## config.mk

```make
export PLATFORM = sky130hd
export DESIGN_NAME = pc_unit
export DESIGN_NICKNAME = d
export VERILOG_FILES = /design/src/rtl/pc_unit.sv
export SDC_FILE = /design/constraint.sdc
export NUM_CORES = 1
export LEC_CHECK = 0
export BUFFER_PORTS_ARGS = -buffer_cell sky130_fd_sc_hd__buf_2
export CORE_ASPECT_RATIO = 0.7
export CORE_MARGIN = 3
export CORE_UTILIZATION = 54
export CTS_CLUSTER_SIZE = 16
export DETAILED_ROUTE_END_ITERATION = 7
export GPL_TIMING_DRIVEN = 0
export PLACE_DENSITY = 0.86
export SETUP_SLACK_MARGIN = 0.05
export SLEW_MARGIN = 10
export SYNTH_ARGS = -nofsm -noshare
export SYNTH_HDL_FRONTEND = slang
export SYNTH_SLANG_ARGS = --single-unit
```

## constraint.sdc

```tcl
create_clock -name clk -period 4.8 [get_ports clk]
set_clock_uncertainty 0.2 [all_clocks]
set_input_delay 0.24 -clock clk [delete_from_list [all_inputs] [get_ports clk]]
set_output_delay 0.24 -clock clk [all_outputs]
set_load 0.005 [all_outputs]
```

## src/rtl/pc_unit.sv

```systemverilog
// rtl/pc_unit.sv - program counter with boot/run/halt control, redirect mux and misaligned-target trapping; optional return-address stack under RAS_EN
module pc_unit #(
  parameter int              XLEN       = 32,
  parameter int              INC        = 4,
  parameter logic [XLEN-1:0] RESET_VEC  = '0,
  parameter int              ALIGN_BITS = 2
`ifdef RAS_EN
  , parameter int            RAS_DEPTH  = 4
`endif
) (
  input  logic            clk,
  input  logic            rst_n,
  output logic            fetch_valid,
  input  logic            fetch_ready,
  output logic [XLEN-1:0] pc,
  input  logic            redirect_valid,
  input  logic [1:0]      redirect_sel,
  input  logic [XLEN-1:0] branch_target,
  input  logic [XLEN-1:0] jump_target,
  input  logic [XLEN-1:0] trap_vec,
  input  logic            halt_req,
  output logic            halted,
  output logic            misalign_err,
  output logic [XLEN-1:0] err_addr
`ifdef RAS_EN
  ,
  input  logic            ras_push,
  input  logic [XLEN-1:0] ras_push_addr,
  input  logic            ras_pop,
  output logic            ras_underflow
`endif
);

  typedef enum logic [1:0] {ST_BOOT, ST_RUN, ST_HALT} state_e;

  // Low address bits that must be clear on a branch/jump target; all-zero when ALIGN_BITS is 0.
  localparam logic [XLEN-1:0] ALIGN_MASK = XLEN'((64'd1 << ALIGN_BITS) - 64'd1);

  state_e          state_q, state_d;
  logic [XLEN-1:0] pc_q, pc_d;
  logic            err_q, err_d;
  logic [XLEN-1:0] err_addr_q, err_addr_d;

  logic            active;
  logic            accept;
  logic            redirect_hit;
  logic            ras_take;
  logic [XLEN-1:0] ras_top;

  assign active       = (state_q != ST_BOOT);
  assign fetch_valid  = (state_q == ST_RUN);
  assign halted       = (state_q == ST_HALT);
  assign accept       = fetch_valid & fetch_ready;
  assign redirect_hit = redirect_valid & (redirect_sel != 2'b00);
  assign pc           = pc_q;
  assign misalign_err = err_q;
  assign err_addr     = err_addr_q;

`ifdef RAS_EN
  localparam int PW = (RAS_DEPTH > 1) ? $clog2(RAS_DEPTH) : 1;
  localparam int CW = $clog2(RAS_DEPTH + 1);

  logic [XLEN-1:0] ras_q [RAS_DEPTH];
  logic [PW-1:0]   wp_q, top_idx, wp_inc;
  logic [CW-1:0]   cnt_q;
  logic            ras_uf_q;
  logic            ras_pop_ok;

  // wp_q is the next write slot; the top entry sits one slot behind it, circularly.
  assign top_idx       = (wp_q == '0) ? PW'(RAS_DEPTH - 1) : wp_q - PW'(1);
  assign wp_inc        = (wp_q == PW'(RAS_DEPTH - 1)) ? '0 : wp_q + PW'(1);
  assign ras_pop_ok    = active & ras_pop & ~redirect_hit;
  assign ras_take      = ras_pop_ok & (cnt_q != '0);
  assign ras_top       = ras_q[top_idx];
  assign ras_underflow = ras_uf_q;

  // Stack storage: push+pop replaces the top in place, a lone push overwrites the oldest when full.
  always_ff @(posedge clk or negedge rst_n) begin
    if (!rst_n) begin
      for (int i = 0; i < RAS_DEPTH; i++) ras_q[i] <= '0;
      wp_q     <= '0;
      cnt_q    <= '0;
      ras_uf_q <= 1'b0;
    end else begin
      ras_uf_q <= ras_pop_ok & (cnt_q == '0);
      if (active & ras_push & ras_take) begin
        ras_q[top_idx] <= ras_push_addr;
      end else if (active & ras_push) begin
        ras_q[wp_q] <= ras_push_addr;
        wp_q        <= wp_inc;
        if (cnt_q != CW'(RAS_DEPTH)) cnt_q <= cnt_q + CW'(1);
      end else if (ras_take) begin
        wp_q  <= top_idx;
        cnt_q <= cnt_q - CW'(1);
      end
    end
  end
`else
  assign ras_take = 1'b0;
  assign ras_top  = '0;
`endif

  // Next state, next PC and misalignment pulse; redirects are ignored only while booting.
  always_comb begin
    state_d    = state_q;
    pc_d       = pc_q;
    err_d      = 1'b0;
    err_addr_d = err_addr_q;
    unique case (state_q)
      ST_BOOT: state_d = ST_RUN;
      ST_RUN:  if (halt_req)  state_d = ST_HALT;
      ST_HALT: if (!halt_req) state_d = ST_RUN;
      default: state_d = ST_BOOT;
    endcase
    if (active) begin
      if (redirect_valid && redirect_sel == 2'b11) begin
        pc_d = trap_vec;
      end else if (redirect_valid && redirect_sel == 2'b01) begin
        if ((branch_target & ALIGN_MASK) != '0) begin
          pc_d       = trap_vec;
          err_d      = 1'b1;
          err_addr_d = branch_target;
        end else begin
          pc_d = branch_target;
        end
      end else if (redirect_valid && redirect_sel == 2'b10) begin
        if ((jump_target & ALIGN_MASK) != '0) begin
          pc_d       = trap_vec;
          err_d      = 1'b1;
          err_addr_d = jump_target;
        end else begin
          pc_d = jump_target;
        end
      end else if (ras_take) begin
        pc_d = ras_top;
      end else if (accept) begin
        pc_d = pc_q + XLEN'(INC);
      end
    end
  end

  // Architectural state registers.
  always_ff @(posedge clk or negedge rst_n) begin
    if (!rst_n) begin
      state_q    <= ST_BOOT;
      pc_q       <= RESET_VEC;
      err_q      <= 1'b0;
      err_addr_q <= '0;
    end else begin
      state_q    <= state_d;
      pc_q       <= pc_d;
      err_q      <= err_d;
      err_addr_q <= err_addr_d;
    end
  end

endmodule

```

== Word level (Yosys, flattened, before mapping) ==
Index checks and enable logic that the tools add are counted.

* Memory bits (read-only): 0
* Bits of input ports: 103
* Output and inout bits: 67
* Memories: 0
* Bits in latches: 0
* Logic and storage cells: 47
* Bits in writable memories: 0
* Bits in registers: 67

* $mul: 0
* Magnitude comparators: 0
* Add/subtract/negate cells: 1
* Equal/unequal tests: 8
* Shift operators: 0
* Divide/modulo/power cells: 0
* Multiplexer cells: 19
* Bitwise gates (word level): 2
* Reduce and logical (&&, ||, !) cells: 13

{| class="wikitable"
|+ Operator list
! cell !! number
|-
| 32-bit two-way mux || 10
|-
| 32-bit nonzero test || 2
|-
| 32-bit by 3-bit adder with 32-bit output, second input constant || 1
|-
| 2-bit == test, second input constant || 3
|-
| 1-bit two-way mux || 6
|-
| 2-bit case mux with 3 select lines || 1
|-
| 2-bit nonzero test || 3
|-
| 5-bit AND reduction || 1
|-
| 2-bit by 1-bit == test with 1-bit output, second input constant || 2
|-
| 2-bit two-way mux || 2
|-
| 2-bit by 1-bit inequality test with 1-bit output, second input constant || 2
|-
| 2-bit AND reduction || 2
|-
| 4-bit nonzero test || 1
|-
| 1-bit logical AND || 3
|-
| 2-bit zero test || 1
|-
| 2-bit inequality test, second input constant || 1
|-
| 1-bit bitwise AND || 1
|-
| 1-bit NOT || 1
|}

== Depth between registers and ports, before layout ==
* Depth in word-level cells: 6
* Mapped depth: 8
* Mapped depth without buffers: 6

== Worst setup path before layout ==
OpenSTA, ideal clock, no wires.

* Path type: flip-flop to flip-flop
* Start point: reg pc_q[2], in the netlist pc[2]
* End point: reg pc_q[24], in the netlist pc[24]
* Arrival: 1.631 ns
* Slack: 2.830 ns
* Library setup time: 0.139 ns
* Cell stages (with the launch flop): 8
* Required time: 4.461 ns
* Path buffers: 1
* Clock period less this slack: 1.970 ns
* Cells stage by stage: dfrtp_1 ha_1 and3_1 buf_2 nand2_1 o31a_1 o311ai_2 o311ai_1

* Word-level cells in the longest chain between the ends: 5

{| class="wikitable"
|+ Ends and longest elaborated chain
! what !! RTL line !! RTL
|-
| from (decl) || 40 || <nowiki>logic [XLEN-1:0] pc_q, pc_d;</nowiki>
|-
| from (signal assigned) || 151 || <nowiki>pc_q <= pc_d;</nowiki>
|-
| 32-bit by 3-bit adder with 32-bit output || 137 || <nowiki>pc_d = pc_q + XLEN'(INC);</nowiki>
|-
| 32-bit two-way mux || 136 || <nowiki>end else if (accept) begin</nowiki>
|-
| 32-bit two-way mux || 126 || <nowiki>end else if (redirect_valid && redirect_sel == 2'b10) begin</nowiki>
|-
| 32-bit two-way mux || 118 || <nowiki>end else if (redirect_valid && redirect_sel == 2'b01) begin</nowiki>
|-
| 32-bit two-way mux || 116 || <nowiki>if (redirect_valid && redirect_sel == 2'b11) begin</nowiki>
|}

Every way passes these cells. The select of a mux whose other input is x is not followed.
A chain may end at the register's enable or synchronous reset.

== Final worst setup path ==
* Start point: reg pc_q[2], in the netlist pc[2]
* End point: reg pc_q[20], in the netlist pc[20]

The elaborated chain is that of the path after synthesis.

==> results by stage <==
Outcome:
- The flow ran to the end, and the final reports show no timing, DRC or antenna violations.

Power and ir drop:
- Summing internal, switching and leakage power gives 2.97 mW.
- Across the VDD grid, the largest voltage drop is 0.365 mV.
- Of the total power, registers draw a little under two fifths.
- The part of the power in combinational logic is about 41%.
- Internal power comes to 1.77 mW.
- Summed over all cells, the static leakage comes to between 2 and 3 nW.
- The share of power burned in the clock network is between 20% and 30%.
- For this design the ratio of total power to cell area is about 500 nW/um2.
- The switching power is ~1.2 mW.
- Net switching is between 40% and 50% of the power.

Logic synthesis:
- The cell type with the highest aggregate area in the netlist is dfrtp_1.
- The warning count from the yosys run is 0.
- The area of the mapped netlist is around 4600 um2.
- After synthesis, the cell types taking the most area are dfrtp_1 37%, mux2i_1 13%, a21oi_1 6.3%.
- The count of flip-flops with a built-in enable after synthesis is 0.
- A synthesized cell averages 8.74 um2.
- For this run, the register share of the synthesized area comes to a little under two fifths.
- The synthesized netlist net count is around 630.
- Counting every instance in the synthesized netlist gives between 500 and 600.
- The leading register cell type out of synthesis is dfrtp_1.
- Of the post-synthesis cell area, the dominant cell type holds between 30 and 40%.
- The number of unique standard cell types used by synthesis is 63.
- The post-synthesis sequential element count is 67.
- The share of flip-flops with an asynchronous set or reset after synthesis is 100%.

Finish:
- After filler insertion, the fill cell instance count of the layout stands at between 600 and 700.
- Across the whole layout, storage elements account for between 1500 and 2000 um2.
- The fraction of final layout cells sized beyond drive strength 1 is between 30 and 40%.
- The area of the multi-input gates is 2670 um2.
- The number of antenna diodes in the final layout is 0.
- At the end of the flow, the number of nets in the layout was 811.
- The summed area of non-filler cells in the final layout is between 5000 and 6000 um2.
- The synthesis-to-layout area growth is 29.1%.

Critical path:
- The setup path with the least slack is of type reg -> reg.
- The number of cells on the worst reg-to-reg path is 7.
- The worst register-to-register path begins at pc[2].
- The worst endpoint required time is ~4.8 ns.
- The capturing element of the worst setup path is pc[20].
- The critical path launch point type is a flip-flop.
- STA classifies the critical path endpoint as a flip-flop.
- The top fanout value on the critical path is 8.
- The timing startpoint of the critical path is pc[2].
- The arrival time of the worst setup path is roughly 2.5 ns.
- The endpoint of the most critical register-to-register path is pc[20].
- The register-to-register path setup slack is 2.33 ns.

Flow run:
- The number of max-capacitance violations reported is 0.

STA:
- The number of endpoints failing setup at the final stage is 0.
- The timing-limited maximum frequency is between 0.4 and 0.5 GHz.
- The total count of max-transition violations in the final report is 0.
- Setup repair after global routing left no endpoint under its margin.
- The share of the clock period used by the worst path after layout is between 50% and 60%.
- The shortest period the worst path allows is 2.47 ns.
- Setup total negative slack on the finished layout was measured at 0 ns.
- The relative slew slack is a little over a third.
- The number of failing hold endpoints at the final stage is 0.
- Setup slack on the critical path of the routed design comes to around 2.3 ns.
- The transition time of the tightest slew-check pin is about 0.94 ns.

Floorplan:
- The overall die area is ~9600 um2.
- The chip height is 82.9 um.
- The starting utilization of the core area is between 50 and 60%.
- The I/O pin count is 170.
- The standard cell core area is approximately 8000 um2.
- The chip width is ~120 um.
- Row generation in the floorplan step produced 27 rows.

Place:
- The standard cell area after detailed placement is between 5000 and 6000 um2.
- The count of buffers added on input and output ports is between 150 and 200.
- The congestion estimate from routability-driven global placement came to around 1.0.
- OpenSTA, run right after detailed placement, puts the worst setup slack at between 2 and 2.5 ns.
- After legalization and detailed placement, the total HPWL measured between 10000 and 15000 um.

Min path:
- Counting instances, the worst hold path has a depth of 3.
- The worst hold path belongs to the class in -> reg.

Global routing:
- The number of global-route vias before repair came to approximately 5200.
- The total overflow reported by the global router is 0.
- The maximum number of pins on one net before global-route repair is a little under 60.
- The overall track demand over capacity in global routing is between 30% and 40%.
- The first global-routing pass estimated about 28000 um of wire.
- The initial antenna violation count was 1.

Drt:
- The number of remaining DRC errors is 0.
- The antenna violation net count after detailed routing is 0.
- After detailed routing, the average wire length per cell comes to ~23 um.
- Wires add up to about 19000 um.
- The initial detailed-routing violation count is 851.
- The routed layout has 5452 vias.
- The number of iterations in the first detailed-routing pass is 6.
- Dividing the detail-routed via count by the number of cells gives between 6 and 7.

CTS:
- The post-cts repair resize count is 0.
- The CTS tree is done.
- After clock tree synthesis, the clock-pin slew on the worst setup and hold paths is approximately 0.050 ns.
- The buffers inserted during post-CTS setup optimization is 0.
- The level count of the clock H-tree is 3.
- The worst-case clock buffer depth is 2.
- CTS placed an instance of clkbuf_16 at the clock tree root.
- The number of buffers created by CTS is 9.
- The clock reaches the later pin of the worst-skew pair after roughly 0.33 ns.
- The number of clock sinks is between 60 and 70.
worst max-delay path, cell delays in order, from the launching register on:
cell       delay [ns]
dfrtp_1          0.47
ha_1             0.26
and3_1           0.16
buf_2            0.18
nand4_1          0.26
nor3_1           0.43
o21ai_0          0.21
o2bb2ai_1        0.17
synthesized netlist by cell type (5+ instances only):
cell      instances
a31oi_1          11
clkbuf_1         14
nand3_1          21
o21ai_0          24
nand2_1          51
nor3_1           12
a21oi_1          57
nand4_1          14
o221ai_1          9
buf_2            27
o211ai_1          5
nor2_1           44
xor2_1            5
and4_1            7
dfrtp_1          67
mux2i_1          60
what timing repair did:
action,4_1_cts,5_1_grt
endpoints found under the setup margin,0,0
endpoints found under the hold margin,72,0
hold buffers,5,0
per-layer routing:
layer,vias up,global-route usage [%],share of wire [%]
met3,55,12.7,15
li1,2348,-,-
met4,2,9.59,2.2
met5,-,0,0.059
met1,2549,54.3,40
met2,498,54.7,42
flip-flops by register name (all words and copies together), names as in the netlist:
signal,count
pc,32
misalign_err,1
state_q,2
err_addr,32
worst min-delay path by stage:
stage / startpoint / endpoint
5_1_grt: jump_target[7] / err_addr[7]
2_1_floorplan: rst_n / err_addr[0]
4_1_cts: trap_vec[2] / pc[2]
3_5_place_dp: rst_n / pc[27]
6_report: trap_vec[2] / pc[2]
3_3_place_gp: halt_req / state_q[0]
logic make-up (layout without fill, tap and decap cells):
group,count (synthesis),count (layout),share of synthesized area [%]
adders and majority gates,1,1,0.274
buffers and inverters,45,233,4.77
AOI/OAI and AO/OA,165,165,24.0
xor gates and xnor gates,8,8,1.54
DFF,67,67,36.7
muxes,61,61,13.4
and+or+nand+nor,175,175,19.2
power groups by stage:
stage	sequential [mW]	combinational (mW)	clock (mW)
detailed placement	1.09	1.18	0
global placement	1.07	1.14	0
finish	1.10	1.22	0.651
CTS	1.08	1.19	0.645
floorplan	1.06	0.624	0
global route	1.12	1.33	0.678
layout by cell type (no fill, tap or decap), drive strengths merged, types with 5 or more instances in the layout:
master,n
nand3,21
dlygate4sd3,5
buf,199
nor2,44
o221ai,9
a31oi,11
o21ai,29
xor2,5
dfrtp,67
nor3,13
a21oi,57
o22ai,6
and4,7
mux2i,60
nand2,51
clkbuf,25
nand4,15
o211ai,5
final cells by class:
type,count,area share (%)
clock buffers,11,4.12
inverters,1,0.0637
plain buffers,44,3.63
multi-input cells,410,45.3
well taps,101,2.14
flip-flops and latches,67,28.5
clock inverters,3,0.679
repair buffers,174,15.6
metrics by stage:
stage / hold WS (ns) / std cells / utilization, %
2_1_floorplan: -0.256 / 522 / -
3_3_place_gp: 0.245 / 791 / 68.8
3_5_place_dp: -0.113 / 792 / 69.2
4_1_cts: 0.0248 / 811 / 73.3
5_1_grt: 0.0368 / 811 / 73.3
6_report: 0.0240 / 811 / 73.3
Note: power is estimated with default switching activity, not from simulation.
